==> config.mk <==
export PLATFORM = sky130hd
export DESIGN_NAME = uop_fill
export DESIGN_NICKNAME = d
export VERILOG_FILES = /design/src/rtl/uop_fill_pkg.sv /design/src/rtl/uop_fill.sv
export SDC_FILE = /design/constraint.sdc
export NUM_CORES = 1
export LEC_CHECK = 0
export CAP_MARGIN = 10
export CORE_UTILIZATION = 40
export CTS_BUF_LIST = sky130_fd_sc_hd__clkbuf_16
export DETAILED_ROUTE_END_ITERATION = 6
export DONT_BUFFER_PORTS = 1
export PLACE_DENSITY = 0.52
export REMOVE_ABC_BUFFERS = 1
export SLEW_MARGIN = 10
export SYNTH_ARGS = -nofsm -noshare
export SYNTH_HDL_FRONTEND = slang
export SYNTH_SLANG_ARGS = --single-unit
==> constraint.sdc <==
create_clock -name clk -period 3.45 [get_ports clk]
set_input_delay 0.1725 -clock clk [delete_from_list [all_inputs] [get_ports clk]]
set_output_delay 0.1725 -clock clk [all_outputs]
set_load 0.05 [all_outputs]
==> src/rtl/uop_fill_pkg.sv <==
// Shared types and constants for the uop buffer write side.
// fetched_instruction is one decoded instruction; instruction_bundle pairs two
// of them (i1 in the upper half, i2 in the lower half when flattened).
package uop_fill_pkg;

   localparam int unsigned UOP_BUF_SIZE = 16;
   localparam int unsigned HOLD_TIMEOUT = 4;
   localparam int unsigned INSTR_W      = 32;
   localparam int unsigned BUNDLE_W     = 2 * INSTR_W;

   typedef logic [INSTR_W-1:0] fetched_instruction;

   typedef struct packed {
      fetched_instruction i1;
      fetched_instruction i2;
   } instruction_bundle;

   // Decodes as a no-op (addi x0, x0, 0); pads a bundle that has only one real slot.
   localparam fetched_instruction UOP_NOP = 32'h0000_0013;

   function automatic instruction_bundle make_bundle(input fetched_instruction a,
                                                     input fetched_instruction b);
      instruction_bundle r;
      r.i1 = a;
      r.i2 = b;
      return r;
   endfunction

endpackage

==> src/rtl/uop_fill.sv <==
// uop_fill: pairs decoded instructions into bundles and writes them into the
// circular uop buffer, tracking occupancy against fetch consumption.
// Optional feature: define UOP_FILL_TIMEOUT_EN to flush a held half-bundle
// (padded with UOP_NOP) after HOLD_TIMEOUT cycles without a handshake.
//
// Handshake: an instruction is taken on every rising edge where
// in_valid_i && in_ready_o. in_ready_o depends only on occupancy (count plus
// any write in flight), never on the FSM state, so it carries no path from
// in_valid_i.
module uop_fill
   import uop_fill_pkg::*;
#(
   parameter int unsigned BUF_SIZE = UOP_BUF_SIZE
) (
   input  logic                         clk,
   input  logic                         reset,
   input  logic                         clear_i,
   input  logic                         in_valid_i,
   input  logic [INSTR_W-1:0]           in_instr_i,
   input  logic                         in_last_i,
   output logic                         in_ready_o,
   input  logic                         rd_advance_i,
   output logic                         wr_en_o,
   output logic [$clog2(BUF_SIZE)-1:0]  wr_addr_o,
   output logic [BUNDLE_W-1:0]          wr_bundle_o,
   output logic [$clog2(BUF_SIZE):0]    count_o,
   output logic                         avail_o,
   output logic                         state_o
);

   localparam int unsigned ADDR_W = $clog2(BUF_SIZE);
   localparam int unsigned CNT_W  = ADDR_W + 1;
   localparam logic [CNT_W:0] SIZE_C = (CNT_W+1)'(BUF_SIZE);

   typedef enum logic {
      FILL_IDLE = 1'b0,
      FILL_HOLD = 1'b1
   } fill_state_e;

   fill_state_e         state_q, state_d;
   fetched_instruction  hold_q, hold_d;
   logic                wr_en_q, wr_en_d;
   instruction_bundle   wr_bundle_q, wr_bundle_d;
   logic [ADDR_W-1:0]   wr_addr_q, wr_addr_d;
   logic [CNT_W-1:0]    count_q, count_d;
   logic [CNT_W:0]      occ;
   logic                space;
   logic                hs;

`ifdef UOP_FILL_TIMEOUT_EN
   localparam int unsigned TMR_W = $clog2(HOLD_TIMEOUT + 1);
   localparam logic [TMR_W-1:0] TMR_LAST = TMR_W'(HOLD_TIMEOUT - 1);
   logic [TMR_W-1:0]    timer_q, timer_d;
`endif

   // A write in flight already owns a slot, so it counts against free space.
   assign occ   = {1'b0, count_q} + (CNT_W+1)'(wr_en_q);
   assign space = occ < SIZE_C;
   assign hs    = in_valid_i && space;

   assign in_ready_o  = space;
   assign wr_en_o     = wr_en_q;
   assign wr_addr_o   = wr_addr_q;
   assign wr_bundle_o = wr_bundle_q;
   assign count_o     = count_q;
   assign avail_o     = (count_q != '0);
   assign state_o     = state_q;

   // Pairing FSM: hold the first instruction, emit a bundle on the second or on a last.
   always_comb begin
      state_d     = state_q;
      hold_d      = hold_q;
      wr_en_d     = 1'b0;
      wr_bundle_d = wr_bundle_q;
`ifdef UOP_FILL_TIMEOUT_EN
      timer_d     = '0;
`endif
      case (state_q)
         FILL_IDLE: begin
            if (hs) begin
               if (in_last_i) begin
                  wr_en_d     = 1'b1;
                  wr_bundle_d = make_bundle(in_instr_i, UOP_NOP);
               end else begin
                  hold_d  = in_instr_i;
                  state_d = FILL_HOLD;
               end
            end
         end
         FILL_HOLD: begin
            if (hs) begin
               wr_en_d     = 1'b1;
               wr_bundle_d = make_bundle(hold_q, in_instr_i);
               state_d     = FILL_IDLE;
            end
`ifdef UOP_FILL_TIMEOUT_EN
            // Expiry waits for space; the timer saturates meanwhile.
            else if (timer_q >= TMR_LAST) begin
               if (space) begin
                  wr_en_d     = 1'b1;
                  wr_bundle_d = make_bundle(hold_q, UOP_NOP);
                  state_d     = FILL_IDLE;
               end else begin
                  timer_d = timer_q;
               end
            end else begin
               timer_d = timer_q + TMR_W'(1);
            end
`endif
         end
         default: state_d = FILL_IDLE;
      endcase
   end

   // Write pointer and occupancy both move on the edge the memory is written.
   always_comb begin
      wr_addr_d = wr_addr_q;
      count_d   = count_q;
      if (wr_en_q) begin
         wr_addr_d = wr_addr_q + ADDR_W'(1);
      end
      if (wr_en_q && !rd_advance_i) begin
         count_d = count_q + CNT_W'(1);
      end else if (rd_advance_i && !wr_en_q && (count_q != '0)) begin
         count_d = count_q - CNT_W'(1);
      end
   end

   // State registers; clear behaves exactly like reset and drops any pending write.
   always_ff @(posedge clk) begin
      if (reset || clear_i) begin
         state_q     <= FILL_IDLE;
         hold_q      <= '0;
         wr_en_q     <= 1'b0;
         wr_bundle_q <= '0;
         wr_addr_q   <= '0;
         count_q     <= '0;
`ifdef UOP_FILL_TIMEOUT_EN
         timer_q     <= '0;
`endif
      end else begin
         state_q     <= state_d;
         hold_q      <= hold_d;
         wr_en_q     <= wr_en_d;
         wr_bundle_q <= wr_bundle_d;
         wr_addr_q   <= wr_addr_d;
         count_q     <= count_d;
`ifdef UOP_FILL_TIMEOUT_EN
         timer_q     <= timer_d;
`endif
      end
   end

endmodule

Word level (Yosys, flattened, before mapping):

Index checks and enable logic that the tools add are counted.

* add/subtract/negate cells: 4
* $lt $le $gt $ge: 1
* equality and inequality tests: 3
* mux-type cells: 14
* bitwise logic cells: 2
* reductions and logical operators: 11

Operator list (count)
* 2-to-1 mux 64 bit: 3
* one-hot mux 64 bit (2 select lines): 1
* 2-to-1 mux 5 bit: 2
* adder 5 x 1 -> 6 bit: 1
* less-than comparator 6 x 5 -> 1 bit (second input constant): 1
* 2-to-1 mux 1 bit: 6
* AND reduction 3 bit: 2
* adder 5 x 1 -> 5 bit (second input constant): 1
* nonzero test 5 bit: 1
* subtractor 5 x 1 -> 5 bit (second input constant): 1
* adder 4 x 1 -> 4 bit (second input constant): 1
* logical AND 1 bit: 4
* != test 2 bit (second input constant): 2
* one-hot mux 1 bit (2 select lines): 2
* logical NOT 1 bit: 2
* != test 2 x 1 -> 1 bit (second input constant): 1
* inverter 1 bit: 2
* nonzero test 2 bit: 1
* logical OR 1 bit: 1

* bits in registers: 107
* input port bits: 38
* output and inout bits: 77
* word-level logic and storage cells: 42

Longest topological paths before layout:

Gate-level depths: netlist of run 1.

* depth in word-level cells: 5
* gate-level depth with buffers: 7
* mapped depth without buffers: 6

Worst setup path before layout of run 1:

Ideal clock, no wire load.

* path type: reg-to-reg
* start point: register wr_en_q, in the netlist wr_en_o
* end point: register count_q[4], in the netlist count_o[4]
* arrival time: 2.010 ns
* setup slack: 1.289 ns
* stages on the path, launching flop included: 8
* buffers on the path: 1
* clock period less this slack: 2.161 ns
* cell sequence: dfxtp_1 -> buf_2 -> nand2b_1 -> ha_1 -> nand3_1 -> and4_1 -> a221oi_1 -> o41ai_1

* word-level cells in the longest chain between the ends: 4
* elaborated cells between the ends (all ways): 6

Ends and longest elaborated chain
* start: declaration: line uop_fill.sv:42 `logic wr_en_q, wr_en_d;`
* start signal: assignment: line uop_fill.sv:144 `wr_en_q <= wr_en_d;`
* logical NOT 1 bit: line uop_fill.sv:124 `end else if (rd_advance_i && !wr_en_q && (count_q != '0)) begin`
* logical AND 1 bit (2 in a row): line uop_fill.sv:124
* nonzero test 2 bit (no source line)
* end signal: assignment: line uop_fill.sv:147 `count_q <= count_d;`
* end: declaration: line uop_fill.sv:45 `logic [CNT_W-1:0] count_q, count_d;`

Several ways; a longest one is shown, not always the timed one.
A chain may end at the register's enable or synchronous reset.

Worst setup path after layout of run 1:

Ends and elaborated chain as after synthesis.

==> results_tabular.tex, run 1 <==
\begin{tabular}{lr}
\hline
Metric & Value \\
\hline
\multicolumn{2}{l}{\textbf{Pwr}} \\
\quad Power share of the clock group & 0.410 \\
\quad Proportion of power drawn by flip-flops and latches & 0.512 \\
\quad P\_int & around 2.0 mW \\
\quad Power density over the cells & about 540 nW/um\^{}2 \\
\quad VDD IR-drop max & about 350 uV \\
\quad Power share of the combinational group & 0.078 \\
\quad Net switching fraction of the power & 0.2408 \\
\quad Static leakage & approximately 1.7 nW \\
\quad NetSw & roughly 630 uW \\
\multicolumn{2}{l}{\textbf{Placed design}} \\
\quad Last weighted congestion value of the routability-driven placer & 0.7322 \\
\quad Buffers added on ports & 0 \\
\quad Placed insts & 470 \\
\quad Post-detailed-placement half-perimeter wirelength & about 5500 microns \\
\multicolumn{2}{l}{\textbf{Detailed routing}} \\
\quad Number of vias after detailed routing & 2797 \\
\quad Routed length per placed instance & between 15 and 20 microns \\
\quad Number of DRC markers in iteration 0 & 44 \\
\quad Residual DRC & 0 \\
\quad Avg Vias per Cell & approximately 5.4 \\
\quad Final wirelength & between 9000 and 10000 microns \\
\quad Count of nets left with antenna violations after detail routing & 0 \\
\quad Number of iterations in the first detailed-routing pass & 4 \\
\multicolumn{2}{l}{\textbf{Die}} \\
\quad Die extent in y & a little over 100 microns \\
\quad Floorplan Core Area & slightly below 10000 sq um \\
\quad Total number of placement rows & 36 \\
\quad Total die area & 10540 sq um \\
\quad Die Wd & $\sim$100 microns \\
\quad Total I/O pin count & around 120 \\
\quad Starting utilization of the core area & 0.4146 \\
\multicolumn{2}{l}{\textbf{Outcome}} \\
\quad Result of the run & completed \\
\multicolumn{2}{l}{\textbf{Timing}} \\
\quad Minimum period implied by the final worst setup slack & 2.407 ns \\
\quad Hold violation total from the final report & 0 \\
\quad Unrepaired setup endpoints after global routing & false \\
\quad Worst slew margin & 0.3143 \\
\quad Tightest Pin Transition & between 1 and 1.5 ns \\
\quad Finish-stage setup viols & 0 \\
\quad Period utilisation layout & 0.6976 \\
\quad Setup clock skew after layout & between 0.004 and 0.005 ns \\
\quad Upper clock frequency limit & around 420 MHz \\
\quad Max-slew violation count & 0 \\
\quad Setup TNS & 0 ns \\
\multicolumn{2}{l}{\textbf{Cells and area}} \\
\quad Final-stage net count & between 400 and 500 \\
\quad Sequential cell area & 2143 sq um \\
\quad Area taken by multi-input logic gates & approximately 1800 sq um \\
\quad Antenna diode count & 0 \\
\quad Fraction of layout instances using a drive strength above 1 & 0.08052 \\
\quad Commonest cells after routing, fill and taps aside & dfxtp\_1, mux2i\_1, nor2\_1 \\
\quad Non-Filler Instances & 518 \\
\quad Number of inserted filler cells in the final layout & 911 \\
\quad Most common cell after layout, fill and taps aside & dfxtp\_1 \\
\quad Layout overhead on the synthesized area & 18.37\% \\
\multicolumn{2}{l}{\textbf{Clock network}} \\
\quad Clock Latency Late Sink & $\sim$0.34 ns \\
\quad Number of clock buffers inserted by TritonCTS & 9 \\
\quad Clock slew at reported path FFs & about 0.070 ns \\
\quad CTS H-tree depth & 3 \\
\quad CTS-repair resized insts & 0 \\
\quad Clock tree root buffer cell & clkbuf\_16 \\
\quad Number of sinks driven by the clock tree & between 100 and 150 \\
\quad Clock tree from TritonCTS & done \\
\quad Number of buffers on the longest clock path & 2 \\
\multicolumn{2}{l}{\textbf{Setup path}} \\
\quad Critical setup path kind & flip-flop to flip-flop \\
\quad Worst-path maximum fanout & 9 \\
\quad Sort of element at the end of the critical path & flip-flop \\
\quad Kind of start point of the critical path & flip-flop \\
\quad Required time at the endpoint of the critical path & 3.69 ns \\
\quad Critical Path AT & 2.64 ns \\
\multicolumn{2}{l}{\textbf{Synthesis}} \\
\quad Yosys warnings & 0 \\
\quad Number of synthesized register bits & 107 \\
\quad Post-synthesis average cell area & about 11 sq um \\
\quad Primary flip-flop cell chosen by synthesis mapping & dfxtp\_1 \\
\quad Share of flip-flops with an asynchronous set or reset & 0 \\
\quad Library cell occupying the most area in the post-synthesis netlist & dfxtp\_1 \\
\quad Instance count of the mapped netlist & around 350 \\
\quad Number of enable flip-flop cells after synthesis & 0 \\
\quad Mapped cell area & slightly above 4000 sq um \\
\quad Cell types with the largest area share after synthesis & dfxtp\_1, mux2i\_1, o2bb2ai\_1 \\
\quad Sequential area share after synthesis & 0.5286 \\
\quad Area share of the largest cell type after synthesis & 0.5286 \\
\quad Post-synth cell types & 39 \\
\multicolumn{2}{l}{\textbf{Global routing}} \\
\quad Number of global-route vias before repair & 2814 \\
\quad Largest net degree at the start of global routing & 44 \\
\quad First-pass GRT wire length & 14730 microns \\
\quad Total routing resource utilization after global routing & 0.1855 \\
\quad Global route total overflow & 0 \\
\quad Antenna violations before repair & 0 \\
\multicolumn{2}{l}{\textbf{Run}} \\
\quad Number of maximum-capacitance violations & 0 \\
\multicolumn{2}{l}{\textbf{Hold path}} \\
\quad HP Class & input pin to flip-flop \\
\hline
\end{tabular}
==> layout make-up <==
class                      count  share of cell area
sequential                   107              0.4468
multi-input combinational    219              0.3698
timing repair buffer          40             0.08190
clock buffer                   9             0.04695
tap                          133             0.03469
clock inverter                 7             0.01748
inverter                       3            0.002347
==> worst max-delay path: stages (launching register included) <==
cell and delay [ns]:
dfxtp_1 0.82, nand2b_1 0.34, ha_1 0.42, a21oi_1 0.10, a2111oi_0 0.45, a221oi_1 0.09
o41ai_1 0.08
==> registers in the layout, summed over array words and instances, names as in the netlist <==
signal and cells:
wr_bundle_o 64, wr_addr_o 4, wr_en_o 1, state_o 1
hold_q 32, count_o 5
==> cell families (layout without fill, tap and decap cells) <==
family	Yosys count	after routing	share of synthesized area
compound gates	80	80	0.1760
buf+inv	28	59	0.03489
xor+xnor	7	7	0.01513
fa+ha+maj	5	5	0.01729
mux	65	65	0.1605
simple gates	62	62	0.06762
flops	107	107	0.5286
==> synth_stat cells (all sizes together), types with 3 or more instances <==
master and instances:
nand2 8, clkbuf 13, ha 4, a21oi 5
xnor2 4, mux2i 65, dfxtp 107, o2bb2ai 32
o221a 3, inv 3, a22o 29, buf 12
nor2 43, xor2 3
==> worst paths after layout <==
path	from	slack (ns)	depth (start not counted)	endpoint
max reg2reg	wr_en_o$_SDFF_PP0_	1.04	6	count_o[4]$_SDFFE_PP0P_
min reg2reg	hold_q[18]$_SDFFE_PP0P_	0.49	2	hold_q[18]$_SDFFE_PP0P_
min	in_instr_i[0]	0.03	2	wr_bundle_o[32]$_SDFFE_PP0P_
max	wr_en_o$_SDFF_PP0_	1.04	6	count_o[4]$_SDFFE_PP0P_
==> stage by stage <==
stage          setup WS [ns]  cell area, sq um  power, mW    util  hold WS [ns]
2_1_floorplan         0.2264              3923      1.490       -        0.2982
3_3_place_gp           1.088              4168      1.530  0.4264        0.2994
3_5_place_dp           1.023              4168      1.532  0.4264        0.3012
4_1_cts                1.004              4797      2.642  0.4908       0.01737
5_1_grt               0.8004              4797      2.706  0.4908       0.02000
6_report               1.043              4797      2.606  0.4908       0.02972
==> per-layer routing <==
metal,track usage,vias to the layer above,share of wire
met5,0,-,0
met4,0.06264,0,0.012
met3,0.05898,7,0.068
met2,0.2897,74,0.45
met1,0.2419,1364,0.47
li1,-,1352,-
==> repair_timing <==
action,CTS,global route
buffers inserted,0,0
hold buffers,32,0
hold endpoints to repair,64,0
==> power groups by stage <==
stage / sequential (mW) / combinational [mW] / clock [mW]
3_3_place_gp: 1.36 / 0.167 / 0
2_1_floorplan: 1.37 / 0.120 / 0
3_5_place_dp: 1.36 / 0.169 / 0
5_1_grt: 1.34 / 0.222 / 1.15
4_1_cts: 1.33 / 0.206 / 1.10
6_report: 1.33 / 0.204 / 1.07
No activity file was read; power rests on OpenSTA's default activity.
==> run 2, diff against run 1 <==
==> constraint.sdc (replaced) <==
create_clock -name clk -period 2.4 [get_ports clk]
set_input_delay 0.12 -clock clk [delete_from_list [all_inputs] [get_ports clk]]
set_output_delay 0.12 -clock clk [all_outputs]
set_load 0.05 [all_outputs]
==> run 2 against run 1 <==
First-iteration DRC count grew 36%. Register-to-register slack lost 0.67 ns. Sequential power increased by 44%. Clock power up 36%. Combinational power is 56% higher. Critical path type unchanged. Critical endpoint unchanged. Highest routed layer unchanged. Clock skew about the same.
==> results_tabular.tex, run 2 (synthesis gave the netlist of run 1 again) <==
\begin{tabular}{lr}
\hline
Metric & Value \\
\hline
\multicolumn{2}{l}{\textbf{Cells and area}} \\
\quad Non-Filler Instances & 525 (+1.4\%) \\
\quad Most common cell after layout, fill and taps aside & dfxtp\_1 \\
\quad Antenna diode count & 0 (unchanged) \\
\quad Area taken by multi-input logic gates & 1774 sq um (unchanged) \\
\quad Number of inserted filler cells in the final layout & 943 (+3.5\%) \\
\quad Commonest cells after routing, fill and taps aside & dfxtp\_1, mux2i\_1, nor2\_1 \\
\quad Sequential cell area & 2143 sq um (unchanged) \\
\quad Max FFs per register & 64 (unchanged) \\
\quad Post-Route Utilization & 0.4956 (+0.004865) \\
\quad Fraction of layout instances using a drive strength above 1 & 0.09949 (+0.01897) \\
\quad Final-stage net count & 430 (+1.7\%) \\
\quad Layout overhead on the synthesized area & 19.54\% \\
\multicolumn{2}{l}{\textbf{Setup path}} \\
\quad Number of cells on the worst reg-to-reg path & 7 (+1) \\
\quad Library cell contributing the largest single delay on the critical path & ha\_1 \\
\quad Critical Path AT & 2.24 ns (-0.40 ns) \\
\quad Max incr delay on CP & 0.38 ns (-0.44 ns) \\
\quad Critical setup path kind & flip-flop to flip-flop \\
\quad Worst-path maximum fanout & 8 (-1) \\
\quad Total buffers and inverters traversed by the critical path & 1 (+1) \\
\quad Minimum setup slack among reg-to-reg paths & 0.37 ns (-0.67 ns) \\
\quad Critical register-to-register path startpoint & wr\_en\_o\$\_SDFF\_PP0\_ \\
\quad Required time at the endpoint of the critical path & 2.62 ns (-1.07 ns) \\
\quad Kind of start point of the critical path & flip-flop \\
\quad Worst path top cell family by delay & compound AO/OA/AOI/OAI gates \\
\quad Sort of element at the end of the critical path & flip-flop \\
\quad Ordered list of cells on the worst path & buf\_4, nand2b\_1, ha\_1, a21oi\_1, nand2\_1, a221oi\_1, o41ai\_1 \\
\quad Reg-to-Reg End & count\_o[4]\$\_SDFFE\_PP0P\_ \\
\multicolumn{2}{l}{\textbf{Detailed routing}} \\
\quad Number of DRC markers in iteration 0 & 60 (+36\%) \\
\quad Residual DRC & 0 (unchanged) \\
\quad Routed length per placed instance & 17.23 microns (-5.8\%) \\
\quad Count of nets left with antenna violations after detail routing & 0 (unchanged) \\
\quad Final wirelength & 9044 microns (-4.5\%) \\
\quad Avg Vias per Cell & 5.310 (-1.7\%) \\
\quad Number of iterations in the first detailed-routing pass & 4 (unchanged) \\
\quad Number of vias after detailed routing & 2788 (-0.32\%) \\
\multicolumn{2}{l}{\textbf{Clock network}} \\
\quad CTS H-tree depth & 3 (unchanged) \\
\quad Clock tree root buffer cell & clkbuf\_16 \\
\quad Number of sinks driven by the clock tree & 107 (unchanged) \\
\quad Number of clock buffers inserted by TritonCTS & 9 (unchanged) \\
\quad Number of buffers on the longest clock path & 2 (unchanged) \\
\quad Clock tree from TritonCTS & done \\
\quad CTS-repair resized insts & 0 (unchanged) \\
\quad Clock Latency Late Sink & 0.34 ns (about the same) \\
\quad Clock slew at reported path FFs & 0.07 ns (about the same) \\
\quad Count of buffers added by post-CTS timing repair for setup & 0 (unchanged) \\
\multicolumn{2}{l}{\textbf{Global routing}} \\
\quad Antenna violations before repair & 0 (unchanged) \\
\quad Global route total overflow & 0 (unchanged) \\
\quad Total routing resource utilization after global routing & 0.1801 (-0.005391) \\
\quad Number of global-route vias before repair & 2741 (-2.6\%) \\
\quad Largest net degree at the start of global routing & 37 (-16\%) \\
\quad First-pass GRT wire length & 14290 microns (-3.0\%) \\
\multicolumn{2}{l}{\textbf{Timing}} \\
\quad Finish-stage setup viols & 0 (unchanged) \\
\quad Unrepaired setup endpoints after global routing & false \\
\quad Minimum period implied by the final worst setup slack & 2.027 ns (-0.3799 ns) \\
\quad Worst slew margin & 0.4876 (+0.1734) \\
\quad Setup TNS & 0 ns (unchanged) \\
\quad Max-slew violation count & 0 (unchanged) \\
\quad Tightest Pin Transition & 0.7686 ns (-0.2633 ns) \\
\quad Hold violation total from the final report & 0 (unchanged) \\
\quad Period utilisation layout & 0.8445 (+0.1469) \\
\quad Setup clock skew after layout & 0.004738 ns (+0.0002789 ns) \\
\quad Upper clock frequency limit & 493.4 MHz (+19\%) \\
\multicolumn{2}{l}{\textbf{Die}} \\
\quad Total I/O pin count & 115 (unchanged) \\
\quad Total number of placement rows & 36 (unchanged) \\
\quad Floorplan Core Area & 9774 sq um (unchanged) \\
\quad Total die area & 10540 sq um (unchanged) \\
\quad Die Wd & 102.7 microns (unchanged) \\
\quad Starting utilization of the core area & 0.4146 (unchanged) \\
\quad Die extent in y & 102.7 microns (unchanged) \\
\multicolumn{2}{l}{\textbf{Pwr}} \\
\quad Power density over the cells & 759.1 nW/um\^{}2 (+40\%) \\
\quad VDD IR-drop max & 317.6 uV (-9.9\%) \\
\quad Final total power & 3.678 mW (+41\%) \\
\quad Static leakage & 1.748 nW (+0.95\%) \\
\multicolumn{2}{l}{\textbf{Hold path}} \\
\quad HP Class & input pin to flip-flop \\
\quad Worst hold endpoint & count\_o[1]\$\_SDFFE\_PP0P\_ \\
\quad Cell count of the worst hold path & 3 (+1) \\
\quad Origin of the worst min-delay path & rd\_advance\_i \\
\multicolumn{2}{l}{\textbf{Placed design}} \\
\quad Buffers added on ports & 0 (unchanged) \\
\quad Post-detailed-placement half-perimeter wirelength & 5616 microns (+1.9\%) \\
\quad Last weighted congestion value of the routability-driven placer & 0.7418 (+1.3\%) \\
\quad Placed insts & 477 (+1.5\%) \\
\multicolumn{2}{l}{\textbf{Run}} \\
\quad Number of maximum-capacitance violations & 0 (unchanged) \\
\multicolumn{2}{l}{\textbf{Outcome}} \\
\quad Result of the run & completed \\
\hline
\end{tabular}
[run 2: worst max path at each step]
stage / startpoint / cells after the start / end / slack [ns]
after floorplan: state_o$_SDFF_PP0_ / 4 / wr_bundle_o[10]$_SDFFE_PP0P_ / -0.82
after global placement: wr_en_o$_SDFF_PP0_ / 7 / count_o[4]$_SDFFE_PP0P_ / 0.48
after detailed placement: wr_en_o$_SDFF_PP0_ / 7 / count_o[4]$_SDFFE_PP0P_ / 0.40
after CTS: wr_en_o$_SDFF_PP0_ / 7 / count_o[4]$_SDFFE_PP0P_ / 0.38
after global routing: wr_en_o$_SDFF_PP0_ / 7 / count_o[4]$_SDFFE_PP0P_ / 0.25
final: wr_en_o$_SDFF_PP0_ / 7 / count_o[4]$_SDFFE_PP0P_ / 0.37
[run 2: worst reg2reg max path: cells and delay by family, from the launching register on]
family	cells	cell delay, ns
compound gates	3	0.62
fa+ha+maj	1	0.38
buf+inv	1	0.25
flops	1	0.33
simple gates	2	0.33
[run 2: where the power goes]
part	leakage (nW)	switching [mW]	internal, mW
Clock	0.139	0.647	0.804
Combinational	0.743	0.182	0.135
Sequential	0.866	0.0968	1.81
Total	1.75	0.927	2.75
[run 2: final cells by class]
type                            count  area share
Tap cell                          133     0.03435
Inverter                            3    0.002324
Clock buffer                        9     0.04649
Multi-Input combinational cell    219      0.3662
Sequential cell                   107      0.4424
Timing Repair Buffer               47     0.09452
Clock inverter                      7     0.01369
[run 2: through the flow]
stage	hold slack, ns	setup WS [ns]	instance area, sq um
2_1_floorplan	0.2457	-0.8236	3923
3_3_place_gp	0.2465	0.4819	4233
3_5_place_dp	0.2487	0.3975	4233
4_1_cts	0.02241	0.3797	4845
5_1_grt	0.06532	0.2475	4845
6_report	0.03228	0.3732	4845
[run 2: what timing repair did]
item	CTS	global route
setup endpoints to repair	0	0
hold endpoints to repair	96	0
hold buffers	32	0
[run 2: per-layer routing]
metal  part of all wire  GRT usage  vias up
li1                   -          -     1377
met1               0.47     0.2344     1324
met2               0.45     0.2723       75
met3              0.065    0.05085       12
met4              0.018    0.09121        0
met5                  0          0        -
==> run 3, diff against run 2 <==
--- a/config.mk
+++ b/config.mk
@@ -5,12 +5,13 @@
 export SDC_FILE = /design/constraint.sdc
 export NUM_CORES = 1
 export LEC_CHECK = 0
+export ABC_AREA = 1
 export CAP_MARGIN = 10
 export CORE_UTILIZATION = 40
 export CTS_BUF_LIST = sky130_fd_sc_hd__clkbuf_16
 export DETAILED_ROUTE_END_ITERATION = 6
 export DONT_BUFFER_PORTS = 1
-export PLACE_DENSITY = 0.52
+export PLACE_DENSITY = 0.54
 export REMOVE_ABC_BUFFERS = 1
 export SLEW_MARGIN = 10
 export SYNTH_ARGS = -nofsm -noshare
==> constraint.sdc (replaced) <==
create_clock -name clk -period 1.6 [get_ports clk]
set_input_delay 0.08 -clock clk [delete_from_list [all_inputs] [get_ports clk]]
set_output_delay 0.08 -clock clk [all_outputs]
set_load 0.05 [all_outputs]
==> run 3 against run 2 <==
Sequential share of layout area is 8.3 points lower. Wire length rose by 22%. Critical endpoint is now in_ready_o. Clock power is 33% higher. Largest cell class unchanged.
==> results_tabular.tex, run 3 <==
\begin{tabular}{lr}
\hline
Metric & Value \\
\hline
\multicolumn{2}{l}{\textbf{Die}} \\
\quad Starting utilization of the core area & 0.4162 (+0.001557) \\
\quad Die Wd & 109.1 microns (+6.3\%) \\
\quad Total I/O pin count & 115 (unchanged) \\
\quad Die extent in y & 109.1 microns (+6.3\%) \\
\quad Floorplan Core Area & 11030 sq um (+13\%) \\
\quad Total die area & 11910 sq um (+13\%) \\
\quad Total number of placement rows & 38 (+5.6\%) \\
\multicolumn{2}{l}{\textbf{Timing}} \\
\quad Tightest Pin Transition & 0.5192 ns (-0.2494 ns) \\
\quad Setup clock skew after layout & 0.006755 ns (+0.002017 ns) \\
\quad Worst slew margin & 0.6534 (+0.1658) \\
\quad Unrepaired setup endpoints after global routing & true \\
\quad Period utilisation layout & 0.9558 \\
\quad Hold violation total from the final report & 0 (unchanged) \\
\quad Minimum period implied by the final worst setup slack & 1.529 ns \\
\quad Post-route worst hold slack & 0.06980 ns (+0.03752 ns) \\
\quad Finish-stage setup viols & 0 (unchanged) \\
\quad Max-slew violation count & 0 (unchanged) \\
\quad Upper clock frequency limit & $\sim$650 MHz \\
\quad Setup ws final & 0.07065 ns (-0.3026 ns) \\
\multicolumn{2}{l}{\textbf{Setup path}} \\
\quad Sort of element at the end of the critical path & output port \\
\quad Critical setup path kind & flip-flop to output port \\
\quad Required time at the endpoint of the critical path & 1.52 ns (-1.10 ns) \\
\quad Max incr delay on CP & 0.32 ns (-0.06 ns) \\
\quad Worst-path maximum fanout & 6 (-2) \\
\quad Origin of the worst setup path & wr\_en\_o\$\_SDFF\_PP0\_ \\
\quad Total buffers and inverters traversed by the critical path & 3 (+2) \\
\quad Worst path top cell family by delay & buffers and inverters \\
\quad Number of cells on the worst reg-to-reg path & 11 (+4) \\
\quad Critical register-to-register path startpoint & wr\_en\_o\$\_SDFF\_PP0\_ \\
\quad Ordered list of cells on the worst path & buf\_4, nand2\_1, inv\_2, a21oi\_1, buf\_4 \\
\quad Library cell contributing the largest single delay on the critical path & dfxtp\_2 \\
\quad Cell with the most instances on the worst path & buf\_4 \\
\quad Reg-to-Reg End & count\_o[4]\$\_SDFFE\_PP0P\_ \\
\quad Critical Path AT & 1.45 ns (-0.79 ns) \\
\quad Minimum setup slack among reg-to-reg paths & 0.08 ns (-0.29 ns) \\
\quad Critical Path Stages & 5 (-2) \\
\quad End point of the critical path & in\_ready\_o \\
\quad Kind of start point of the critical path & flip-flop \\
\multicolumn{2}{l}{\textbf{Detailed routing}} \\
\quad Avg Vias per Cell & 4.655 (-12\%) \\
\quad Count of nets left with antenna violations after detail routing & 0 (unchanged) \\
\quad Number of iterations in the first detailed-routing pass & 6 (+2) \\
\quad Final wirelength & 11010 microns (+22\%) \\
\quad Routed length per placed instance & 12.35 microns (-28\%) \\
\quad Number of DRC markers in iteration 0 & 173 (+190\%) \\
\quad Residual DRC & 0 (unchanged) \\
\quad Number of vias after detailed routing & 4148 (+49\%) \\
\multicolumn{2}{l}{\textbf{Pwr}} \\
\quad Static leakage & 3.006 nW (+72\%) \\
\quad VDD IR-drop max & 606.8 uV (+91\%) \\
\quad Power density over the cells & 922.7 nW/um\^{}2 (+22\%) \\
\multicolumn{2}{l}{\textbf{Synthesis}} \\
\quad Sequential area share after synthesis & 0.4666 (-0.06195) \\
\quad Area share of the largest cell type after synthesis & 0.4666 (-0.06195) \\
\quad Post-synthesis share of cell area spent on xor and xnor gates & 0.001908 (-0.01322) \\
\quad Number of enable flip-flop cells after synthesis & 0 (unchanged) \\
\quad Share of flip-flops with an asynchronous set or reset & 0 (unchanged) \\
\quad Compound-cell area share of the yosys netlist & 0.04688 (-0.1291) \\
\quad Combinational family with the most area after synthesis & simple AND/OR/NAND/NOR gates \\
\quad Primary flip-flop cell chosen by synthesis mapping & dfxtp\_1 \\
\quad Adder and majority cell fraction of the synthesized area & 0.01526 (-0.002026) \\
\quad Cell types with the largest area share after synthesis & dfxtp\_1, nand2\_1, nand3\_1 \\
\quad Most common cell in the synthesized netlist & nand2\_1 \\
\quad Synthesized-area fraction occupied by and/or/nand/nor cells & 0.3778 (+0.3101) \\
\quad Most common library cells after synthesis & nand2\_1, dfxtp\_1, nor2\_1 \\
\quad Yosys warnings & 0 (unchanged) \\
\quad Number of synthesized register bits & 107 (unchanged) \\
\quad Post-synthesis average cell area & 7.030 sq um (-39\%) \\
\quad Portion of netlist area occupied by mux cells & 0 (-0.1605) \\
\quad Library cell occupying the most area in the post-synthesis netlist & dfxtp\_1 \\
\quad Post-synth cell types & 23 (-41\%) \\
\quad Instance count of the mapped netlist & 653 (+84\%) \\
\quad Mapped cell area & 4591 sq um (+13\%) \\
\multicolumn{2}{l}{\textbf{Placed design}} \\
\quad Post-detailed-placement half-perimeter wirelength & 7100 microns (+26\%) \\
\quad Worst slack after detailed placement & -0.06350 ns (-0.4610 ns) \\
\quad Buffers added on ports & 0 (unchanged) \\
\quad Last weighted congestion value of the routability-driven placer & 0.7811 (+5.3\%) \\
\multicolumn{2}{l}{\textbf{Cells and area}} \\
\quad Antenna diode count & 0 (unchanged) \\
\quad Final-stage net count & 792 (+84\%) \\
\quad Layout overhead on the synthesized area & 29.98\% \\
\quad Fraction of layout instances using a drive strength above 1 & 0.1824 (+0.08293) \\
\quad Max FFs per register & 64 (unchanged) \\
\quad Commonest cells after routing, fill and taps aside & nand2\_1, dfxtp\_1, nor2\_1 \\
\quad Most common cell after layout, fill and taps aside & nand2\_1 \\
\quad Post-Route Utilization & 0.5409 (+0.04530) \\
\multicolumn{2}{l}{\textbf{Run}} \\
\quad Number of maximum-capacitance violations & 0 (unchanged) \\
\multicolumn{2}{l}{\textbf{Global routing}} \\
\quad Global-route met3 utilization & 0.04483 (-0.006018) \\
\quad Largest net degree at the start of global routing & 66 (+78\%) \\
\quad Antenna violations before repair & 0 (unchanged) \\
\quad Number of global-route vias before repair & 3790 (+38\%) \\
\quad Most Crowded Layer GR & met2 \\
\quad Met2 usage in global routing & 0.3199 (+0.04755) \\
\quad Total routing resource utilization after global routing & 0.1910 (+0.01087) \\
\quad First-pass GRT wire length & 17520 microns (+23\%) \\
\quad Met1 Use GR & 0.2316 (-0.002864) \\
\quad Global route total overflow & 0 (unchanged) \\
\multicolumn{2}{l}{\textbf{Hold path}} \\
\quad HP Class & input pin to flip-flop \\
\multicolumn{2}{l}{\textbf{Clock network}} \\
\quad CTS H-tree depth & 3 (unchanged) \\
\quad Clock tree from TritonCTS & done \\
\quad Clock slew at reported path FFs & 0.07 ns (about the same) \\
\quad Number of buffers on the longest clock path & 2 (unchanged) \\
\quad Clock Latency Late Sink & 0.35 ns (about the same) \\
\quad Number of sinks driven by the clock tree & 107 (unchanged) \\
\quad Number of clock buffers inserted by TritonCTS & 9 (unchanged) \\
\quad Clock tree root buffer cell & clkbuf\_16 \\
\multicolumn{2}{l}{\textbf{Outcome}} \\
\quad Result of the run & completed \\
\hline
\end{tabular}
## run 3: changes by cell type after synthesis, sizes merged, moves of 16 or more
cell / previous run / this run
inv: 3 / 50
a22o: 29 / 0
nor2: 43 / 91
buf: 12 / 28
o2bb2ai: 32 / 0
nand3: 2 / 67
mux2i: 65 / 0
nand2: 8 / 247
o21ai: 1 / 35
## run 3: through the flow
stage	cell area [sq um]	cells	power, mW	TNS, ns
after floorplan	4358	616	3.293	-124.37
after global placement	5316	843	3.510	-0.009227
after detailed placement	5316	843	3.529	-0.06350
after CTS	5904	889	5.559	0
after global routing	5967	891	5.767	-0.02073
final	5967	891	5.506	0
## run 3: where the power goes
group | switching, mW | leakage, nW | internal, mW
Sequential | 0.0353 | 0.867 | 2.73
Combinational | 0.527 | 2.01 | 0.288
Clock | 0.917 | 0.128 | 1.01
## run 3: worst min-delay path by stage
stage / startpoint / end / slack [ns] / depth (start not counted)
2_1_floorplan: in_instr_i[21] / wr_bundle_o[21]$_SDFFE_PP0P_ / 0.18 / 2
3_3_place_gp: in_instr_i[22] / wr_bundle_o[22]$_SDFFE_PP0P_ / 0.18 / 2
3_5_place_dp: in_instr_i[28] / wr_bundle_o[28]$_SDFFE_PP0P_ / 0.18 / 2
4_1_cts: in_valid_i / hold_q[5]$_SDFFE_PP0P_ / 0.06 / 3
5_1_grt: in_valid_i / hold_q[5]$_SDFFE_PP0P_ / 0.09 / 3
6_report: in_valid_i / hold_q[5]$_SDFFE_PP0P_ / 0.07 / 3
## run 3: kinds of logic after synthesis
family / after synthesis
xor+xnor: 1
compound gates: 43
fa+ha+maj: 5
simple gates: 410
flops: 107
buf+inv: 87
## run 3: final cells by class
class / count / area (sq um)
clock buffer: 9 / 225.2
multi-input combinational: 459 / 2093
clock inverter: 4 / 15.01
fill: 1033 / 5064
inverter: 50 / 187.7
timing repair buffer: 122 / 1127
sequential: 107 / 2143
tap: 140 / 175.2
## run 3: tightest hold or removal path, stage by stage
cell     delay (ns)
nand4_4        0.16
nor2_1         0.06
nor2_1         0.08
## run 3: metal layers
layer	wire [microns]	share of wire	vias to the layer above
li1	-	-	2202
met1	5084	0.46	1841
met2	5144	0.47	89
met3	558	0.051	16
met4	217	0.020	0
met5	0	0	-
## run 3: what timing repair did
| item | CTS | global route |
|---|---|---|
| endpoints found under the hold margin | 97 | 0 |
| pin swaps | 2 | 4 |
| buffers inserted | 0 | 2 |
| hold buffers | 33 | 0 |
| setup endpoints to repair | 1 | 3 |
| gates resized for setup | 4 | 13 |
